**config.mk**
```make
export PLATFORM = sky130hd
export DESIGN_NAME = vga_timing_gen
export DESIGN_NICKNAME = d
export VERILOG_FILES = /design/src/rtl/vga_timing_gen.sv
export SDC_FILE = /design/constraint.sdc
export NUM_CORES = 1
export LEC_CHECK = 0
export CAP_MARGIN = 25
export CORE_MARGIN = 2
export CORE_UTILIZATION = 51
export DETAILED_ROUTE_END_ITERATION = 12
export GPL_TIMING_DRIVEN = 0
export PLACE_DENSITY = 0.78
export SLEW_MARGIN = 20
export SYNTH_ARGS = -nofsm -noshare
export SYNTH_HDL_FRONTEND = slang
export SYNTH_SLANG_ARGS = --single-unit
export TNS_END_PERCENT = 100
```
**constraint.sdc**
```tcl
create_clock -name vga_clk -period 3.2 [get_ports vga_clk]
set_input_delay 0.64 -clock vga_clk [delete_from_list [all_inputs] [get_ports vga_clk]]
set_output_delay 0.64 -clock vga_clk [all_outputs]
set_load 0.1 [all_outputs]
```
**src/rtl/vga_timing_gen.sv**
```systemverilog
// vga_timing_gen: raster-scan timing for the sprite/tile renderers.
//
// Ports:
//   vga_clk      in   pixel clock
//   reset        in   asynchronous reset, active-high
//   DrawX        out  [9:0] horizontal count, 0..H_TOTAL-1
//   DrawY        out  [9:0] vertical count,   0..V_TOTAL-1
//   blank        out  1 = visible pixel at the current DrawX/DrawY
//   hs, vs       out  active-low syncs, delayed SYNC_DELAY clocks behind DrawX/DrawY
//   line_start   out  one-cycle pulse on each horizontal wrap to DrawX==0
//   frame_start  out  one-cycle pulse on each full-frame wrap to (0,0)
//   frame_count  out  [7:0] frames completed since reset, modulo 256
//
// All outputs come straight from flops. Every registered output is computed
// from the next-state counter values, so it lines up with the DrawX/DrawY
// that are registered on the same edge.
module vga_timing_gen #(
  parameter int H_ACTIVE   = 640,
  parameter int H_FP       = 16,
  parameter int H_SYNC     = 96,
  parameter int H_BP       = 48,
  parameter int V_ACTIVE   = 480,
  parameter int V_FP       = 10,
  parameter int V_SYNC     = 2,
  parameter int V_BP       = 33,
  parameter int SYNC_DELAY = 2
) (
  input  logic       vga_clk,
  input  logic       reset,
  output logic [9:0] DrawX,
  output logic [9:0] DrawY,
  output logic       blank,
  output logic       hs,
  output logic       vs,
  output logic       line_start,
  output logic       frame_start,
  output logic [7:0] frame_count
);

  localparam int H_TOTAL = H_ACTIVE + H_FP + H_SYNC + H_BP;
  localparam int V_TOTAL = V_ACTIVE + V_FP + V_SYNC + V_BP;

  localparam logic [9:0] H_LAST     = 10'(H_TOTAL - 1);
  localparam logic [9:0] V_LAST     = 10'(V_TOTAL - 1);
  localparam logic [9:0] H_VIS      = 10'(H_ACTIVE);
  localparam logic [9:0] V_VIS      = 10'(V_ACTIVE);
  localparam logic [9:0] HS_START   = 10'(H_ACTIVE + H_FP);
  localparam logic [9:0] HS_END     = 10'(H_ACTIVE + H_FP + H_SYNC);
  localparam logic [9:0] VS_START   = 10'(V_ACTIVE + V_FP);
  localparam logic [9:0] VS_END     = 10'(V_ACTIVE + V_FP + V_SYNC);

  logic [9:0] x_q, x_d;
  logic [9:0] y_q, y_d;
  logic       blank_q, blank_d;
  logic       line_start_q, line_start_d;
  logic       frame_start_q, frame_start_d;
  logic [7:0] frame_count_q, frame_count_d;
  logic       h_wrap, v_wrap;
  logic       hs_raw_d, vs_raw_d;

  // Sync delay lines. Stage 0 is the raw sync registered alongside DrawX/DrawY;
  // stages 1..SYNC_DELAY are the extra pipeline matching the pixel path.
  logic [SYNC_DELAY:0] hs_pipe_q, hs_pipe_d;
  logic [SYNC_DELAY:0] vs_pipe_q, vs_pipe_d;

  always_comb begin
    h_wrap = (x_q == H_LAST);
    v_wrap = h_wrap && (y_q == V_LAST);

    x_d = h_wrap ? 10'd0 : x_q + 10'd1;
    if (v_wrap)      y_d = 10'd0;
    else if (h_wrap) y_d = y_q + 10'd1;
    else             y_d = y_q;

    blank_d  = (x_d < H_VIS) && (y_d < V_VIS);
    hs_raw_d = !((x_d >= HS_START) && (x_d < HS_END));
    vs_raw_d = !((y_d >= VS_START) && (y_d < VS_END));

    // A wrap on this edge means the counters land on DrawX==0 (and (0,0)).
    line_start_d  = h_wrap;
    frame_start_d = v_wrap;
    frame_count_d = frame_count_q + {7'd0, v_wrap};
  end

  if (SYNC_DELAY > 0) begin : g_sync_dly
    always_comb begin
      hs_pipe_d = {hs_pipe_q[SYNC_DELAY-1:0], hs_raw_d};
      vs_pipe_d = {vs_pipe_q[SYNC_DELAY-1:0], vs_raw_d};
    end
  end else begin : g_sync_nodly
    always_comb begin
      hs_pipe_d = hs_raw_d;
      vs_pipe_d = vs_raw_d;
    end
  end

  // The whole delay line resets to idle-high so no stale sync pulse
  // emerges after a mid-frame reset.
  always_ff @(posedge vga_clk or posedge reset) begin
    if (reset) begin
      x_q           <= 10'd0;
      y_q           <= 10'd0;
      blank_q       <= 1'b1;
      hs_pipe_q     <= '1;
      vs_pipe_q     <= '1;
      line_start_q  <= 1'b0;
      frame_start_q <= 1'b0;
      frame_count_q <= 8'd0;
    end else begin
      x_q           <= x_d;
      y_q           <= y_d;
      blank_q       <= blank_d;
      hs_pipe_q     <= hs_pipe_d;
      vs_pipe_q     <= vs_pipe_d;
      line_start_q  <= line_start_d;
      frame_start_q <= frame_start_d;
      frame_count_q <= frame_count_d;
    end
  end

  assign DrawX       = x_q;
  assign DrawY       = y_q;
  assign blank       = blank_q;
  assign hs          = hs_pipe_q[SYNC_DELAY];
  assign vs          = vs_pipe_q[SYNC_DELAY];
  assign line_start  = line_start_q;
  assign frame_start = frame_start_q;
  assign frame_count = frame_count_q;

endmodule

```
==> flow_summary.ini <==
[timing]
fin_crit_sh = 0.852
period_minus_slack_ns = 2.73
finalMaxSlewViolations = 0
skew_ns = 0.0120
slew_headroom = 0.346
max_freq_ghz = 0.367
fin_setup_tns_ns = 0
hold_viol_final = 0
rsz0062_at_grt = false
setup_viol = 0
worst_pin_slew_ns = 0.978

[finish]
antenna_cells = 0
syn2layout_area_growth_pct = 25.6
nets = 216
drive_above_1_share = 0.105
final_util = 0.670

[setup_path]
critPathArrivalTime_ns = 2.95
crit_required_ns = 3.43
crit_type = reg -> reg
timing.rr.start = DrawY[4]
crit_start = DrawY[4]
end_kind = register
worst-path-max-fanout = 8
start_kind = register

[min_path]
holdCritStartpoint = hs_pipe_q[0]
hp-class = reg -> reg

[clocking]
clkTransAtPathRegs_ns = 0.11
cts_resized = 0
root_buffer = clkbuf_4
postCtsSetupBuffers = 0
clk_latency_ns = 0.35
cts_tree = done
cts.htree.levels = 2
cts.path.max_buffers = 2
cts.sinks = 37
cts.hold.buffers_added = 0
cts_buffers = 5

[run]
maxCapViolations = 0

[route]
drtIter0Drc = 86
firstDrtPassIters = 4
drc = 0
wl_um = 3810
wire_per_inst_um = 14.9
vias = 1472
ant_nets = 0
routed_via_density = 5.75

[global_route]
grt_pass1_wl_um = 6690
grt_usage = 0.220
antenna_found_initial = 0
grt-ovfl-total = 0
grt_pass1_vias = 1448
grt_max_degree = 38

[yosys]
synth_area_leaders = dfrtp_1 (42%), dfstp_2 (10%), xnor2_1 (5.9%), ha_1 (3.5%), nand4_1 (3.1%)
synth_seq_cells = 37
syn_avg_cell_area_um2 = 10.7
synth.distinct_cells = 43
syn-cell-area_um2 = 1790
yosys_warnings = 0
synth_cells = 168
yosysSeqAreaShare = 0.521
synth_ff_type = dfrtp_1
syn-num-nets = 175
synth-async-reset-ratio = 1.00
synth_top_area_frac = 0.418
synth_edf_count = 0
yosysTopAreaCell = dfrtp_1

[placement]
io_buffers = 34
globalplace.congestion = 0.870
place.detailed.hpwl_um = 2730

[pwr]
p_leak_uw = 0.000925
power_density_nw_per_um2 = 325
ir_drop_uv = 148

[die]
dieWidth_um = 63.3
die-area_um2 = 4010
die_y_um = 63.3
initial_core_util = 0.533
ios = 35
coreArea_um2 = 3360
fp-row-count = 21

[run_status]
status = completed
## cells in the final DEF (no fill, tap or decap), types with 2 or more instances in the layout
cell type	count
ha_1	5
a21oi_1	5
or3_1	2
xor2_1	5
xnor2_1	12
nand3_1	10
dfstp_2	7
clkbuf_4	5
dfrtp_2	2
nand2_1	14
and4_1	5
o21ai_0	3
clkdlybuf4s50_1	34
inv_1	9
and3_1	2
mux2i_1	2
nand4_1	9
dfrtp_1	28
nor2_1	11
o31ai_1	2
or4_4	2
clkbuf_1	8
nor4_1	3
## layer usage
metal  global-route usage  share of wire
met5                    0              0
met2                0.350           0.48
met3               0.0768          0.071
met1                0.262           0.42
met4                0.122          0.029
## state kept, by name (all words and copies together), names as in the netlist
| register | cells |
|---|---|
| DrawY | 10 |
| frame_count | 8 |
| line_start | 1 |
| DrawX | 10 |
| blank | 1 |
| vs_pipe_q | 3 |
| frame_start | 1 |
| hs_pipe_q | 3 |
## worst paths after layout
path | slack [ns] | cells after the start | to
hold / removal | 0.36 | 0 | hs_pipe_q[1]
min in group asynchronous | 0.73 | 2 | line_start
setup / recovery | 0.47 | 10 | frame_count[6]
setup reg to reg | 0.47 | 10 | frame_count[6]
max in group asynchronous | 1.94 | 2 | DrawX[0]
hold reg to reg | 0.36 | 0 | hs_pipe_q[1]
## cell usage after synthesis (all sizes together), types with 2 or more instances
cell type   n
nand4       9
clkbuf      6
a21oi       5
nor2       11
and4        5
buf         2
xor2        5
dfrtp      30
mux2i       2
or3         2
o31ai       2
and3        2
inv        10
xnor2      12
nand3      10
nand2      14
ha          5
o21ai       3
or4         3
nor4        3
dfstp       7
## area by class of cell
cell class | instances | area, um2
Buffer | 8 | 38.8
Clock buffer | 8 | 58.8
Fill cell | 296 | 1110
Inverter | 11 | 41.3
Multi-Input combinational cell | 112 | 779
Sequential cell | 37 | 937
Tap cell | 46 | 57.6
Timing Repair Buffer | 34 | 340
## metrics by stage
step                      area (um2)  setup slack (ns)  cells  hold slack (ns)  total power (uW)
after floorplan                 1800             0.128    168            0.345               483
after global placement          2190             0.570    248            0.345               487
after detailed placement        2190             0.478    248            0.347               487
after CTS                       2250             0.454    256            0.364               745
after global routing            2250             0.281    256            0.368               767
final                           2250             0.472    256            0.362               733
## worst max-delay path: stages (launching register included)
cell and delay (ns):
dfrtp_1 0.39, clkbuf_1 0.20, or3_1 0.41, or4_1 0.40, clkbuf_1 0.21, nor2_1 0.18
ha_1 0.20, ha_1 0.18, and3_1 0.21, nand3_1 0.10, xnor2_1 0.14
## report_power, final
group	switching, uW	internal [uW]
registers	0	468
logic	8.75	1.17
clock network	147	108
total	156	577
## cell families (layout without fill, tap and decap cells)
kind of cell	count (synthesis)	after routing	share of synthesized area
compound gates	23	23	0.103
buf+inv	19	61	0.0446
xor+xnor	17	17	0.0830
fa+ha+maj	5	5	0.0349
simple gates	65	65	0.202
mux	2	2	0.0112
flops	37	37	0.521
Power figures use the tool's default switching activity.
==> patch (same settings) <==
Reset style: synchronous (`reset`), changed in one clocked block. Comments in the files are not updated.
--- a/src/rtl/vga_timing_gen.sv
+++ b/src/rtl/vga_timing_gen.sv
@@ -96,7 +96,7 @@
 
   // The whole delay line resets to idle-high so no stale sync pulse
   // emerges after a mid-frame reset.
-  always_ff @(posedge vga_clk or posedge reset) begin
+  always_ff @(posedge vga_clk) begin
     if (reset) begin
       x_q           <= 10'd0;
       y_q           <= 10'd0;
Check against the original RTL: differs if reset is asserted again (counterexample within 4 cycles, from zero or initial values and one cycle with reset high); with reset held inactive, the same outputs for 10 cycles.
==> patch against the original RTL <==
  * Design area is 0.50% higher
  * Count of clock-buffer cells in the layout is 3 lower
  * Setup slack worse by 0.22 ns
  * Non-clock buffer count grew 4
  * Synthesized area grew 0.91%
  * Sequential cell count stayed put
  * Routed wire length up 1.2%
  * Critical path type unchanged
Power is not compared: it rests on default switching activity, and its combinational part moved more than twofold at a synthesized area within 25%.
==> patch: results (changes against the original RTL) <==
| Metric | Value |
|---|---|
| Status | finished clean |
| GRT Overall Usage | 0.199 (-0.0214) |
| Main area contributors after synthesis | dfxtp_1 41%, nor2_1 4.8%, nand3_1 4.1% |
| DPL Wire Length | 2.83 mm (+3.9%) |
| Tightest Hold Check Type | flip-flop to flip-flop |
| WHS Path Cells | 1 (+1) |
| Cells after Synth | 205 (+22%) |
| Post-synthesis sequential area ratio | 0.409 (-0.112) |
| Critical path fanouts, max | 9 (+1) |
| Drt initial violations | 84 (-2.3%) |
| Worst Hold End | vs_pipe_q[1]$_SDFF_PP1_ |
| Worst R2R Path Depth | 9 (-1) |
| Worst hold start | vs_pipe_q[0]$_SDFF_PP1_ |
| DP Worst Slack | 0.277 ns (-0.201 ns) |
| Vias per cell | 5.57 (-3.1%) |
| Avg WL per Cell | 13.2 um (-12%) |
| Mux share of post-synthesis cell area | 0.00553 (-0.00563) |
| Complex-gate fraction of the synthesized area | 0.131 (+0.0274) |
| Post-synthesis adder-cell area fraction | 0.0346 (-0.000313) |
| Top cells by count, synth | 37 x dfxtp_1, 23 x nor2_1, 15 x nand3_1 |
| Finished Layout Cells | 293 (+14%) |
| Period minus WS final | 2.95 ns (+0.223 ns) |
| CTS Buf Count | 5 (unchanged) |
| Synth unique cells | 49 (+14%) |
| Nets | 253 (+17%) |
| Arrival @ worst endpoint | 3.18 ns (+0.23 ns) |
| First-pass GRT wire length | 6.31 mm (-5.7%) |
| Clk_skew | 0.00310 ns (-0.00892 ns) |
| Hold WS | 0.420 ns (+0.0573 ns) |
| Setup crit start | DrawX[1]$_SDFF_PP0_ |
| N_diodes | 0 (unchanged) |
| Fraction of layout cells with a size suffix above 1 | 0.105 (+0.000501) |
| Crit path to | frame_count[7]$_SDFF_PP0_ |
| Xor and xnor area share after synthesis | 0.0726 (-0.0104) |
| Largest net degree at the start of global routing | 13 (-66%) |
| Slew headroom | 0.335 (-0.0112) |
-- patch: cell count changes after synthesis, sizes merged, moves of 5 or more --
cell,before,now
dfstp,7,0
nand3,10,15
nor2b,0,5
dfxtp,0,37
or2,1,6
nor2,11,23
nor3,0,8
dfrtp,30,0
nand2,14,3
xnor2,12,7
-- patch: layout make-up --
cell class | instances | area, um^2
Buffer | 12 | 70.1
Clock buffer | 5 | 37.5
Clock inverter | 3 | 17.5
Fill cell | 324 | 1100
Inverter | 8 | 30.0
Multi-Input combinational cell | 148 | 970
Sequential cell | 37 | 742
Tap cell | 46 | 57.6
Timing Repair Buffer | 34 | 340
-- patch: layer usage --
metal	wire (um)	global-route usage
met3	207	0.0429
met1	1820	0.256
met5	0	0
met2	1770	0.326
met4	61	0.0734
-- patch: worst max-delay path, cell delays in order, from the launching register on --
cell and delay, ns:
dfxtp_1 0.43, ha_1 0.31, nand4_2 0.28, nor3_1 0.84
and2_1 0.29, ha_1 0.17, and3_1 0.21, nand3_1 0.11
xor2_1 0.15, nor2_1 0.05
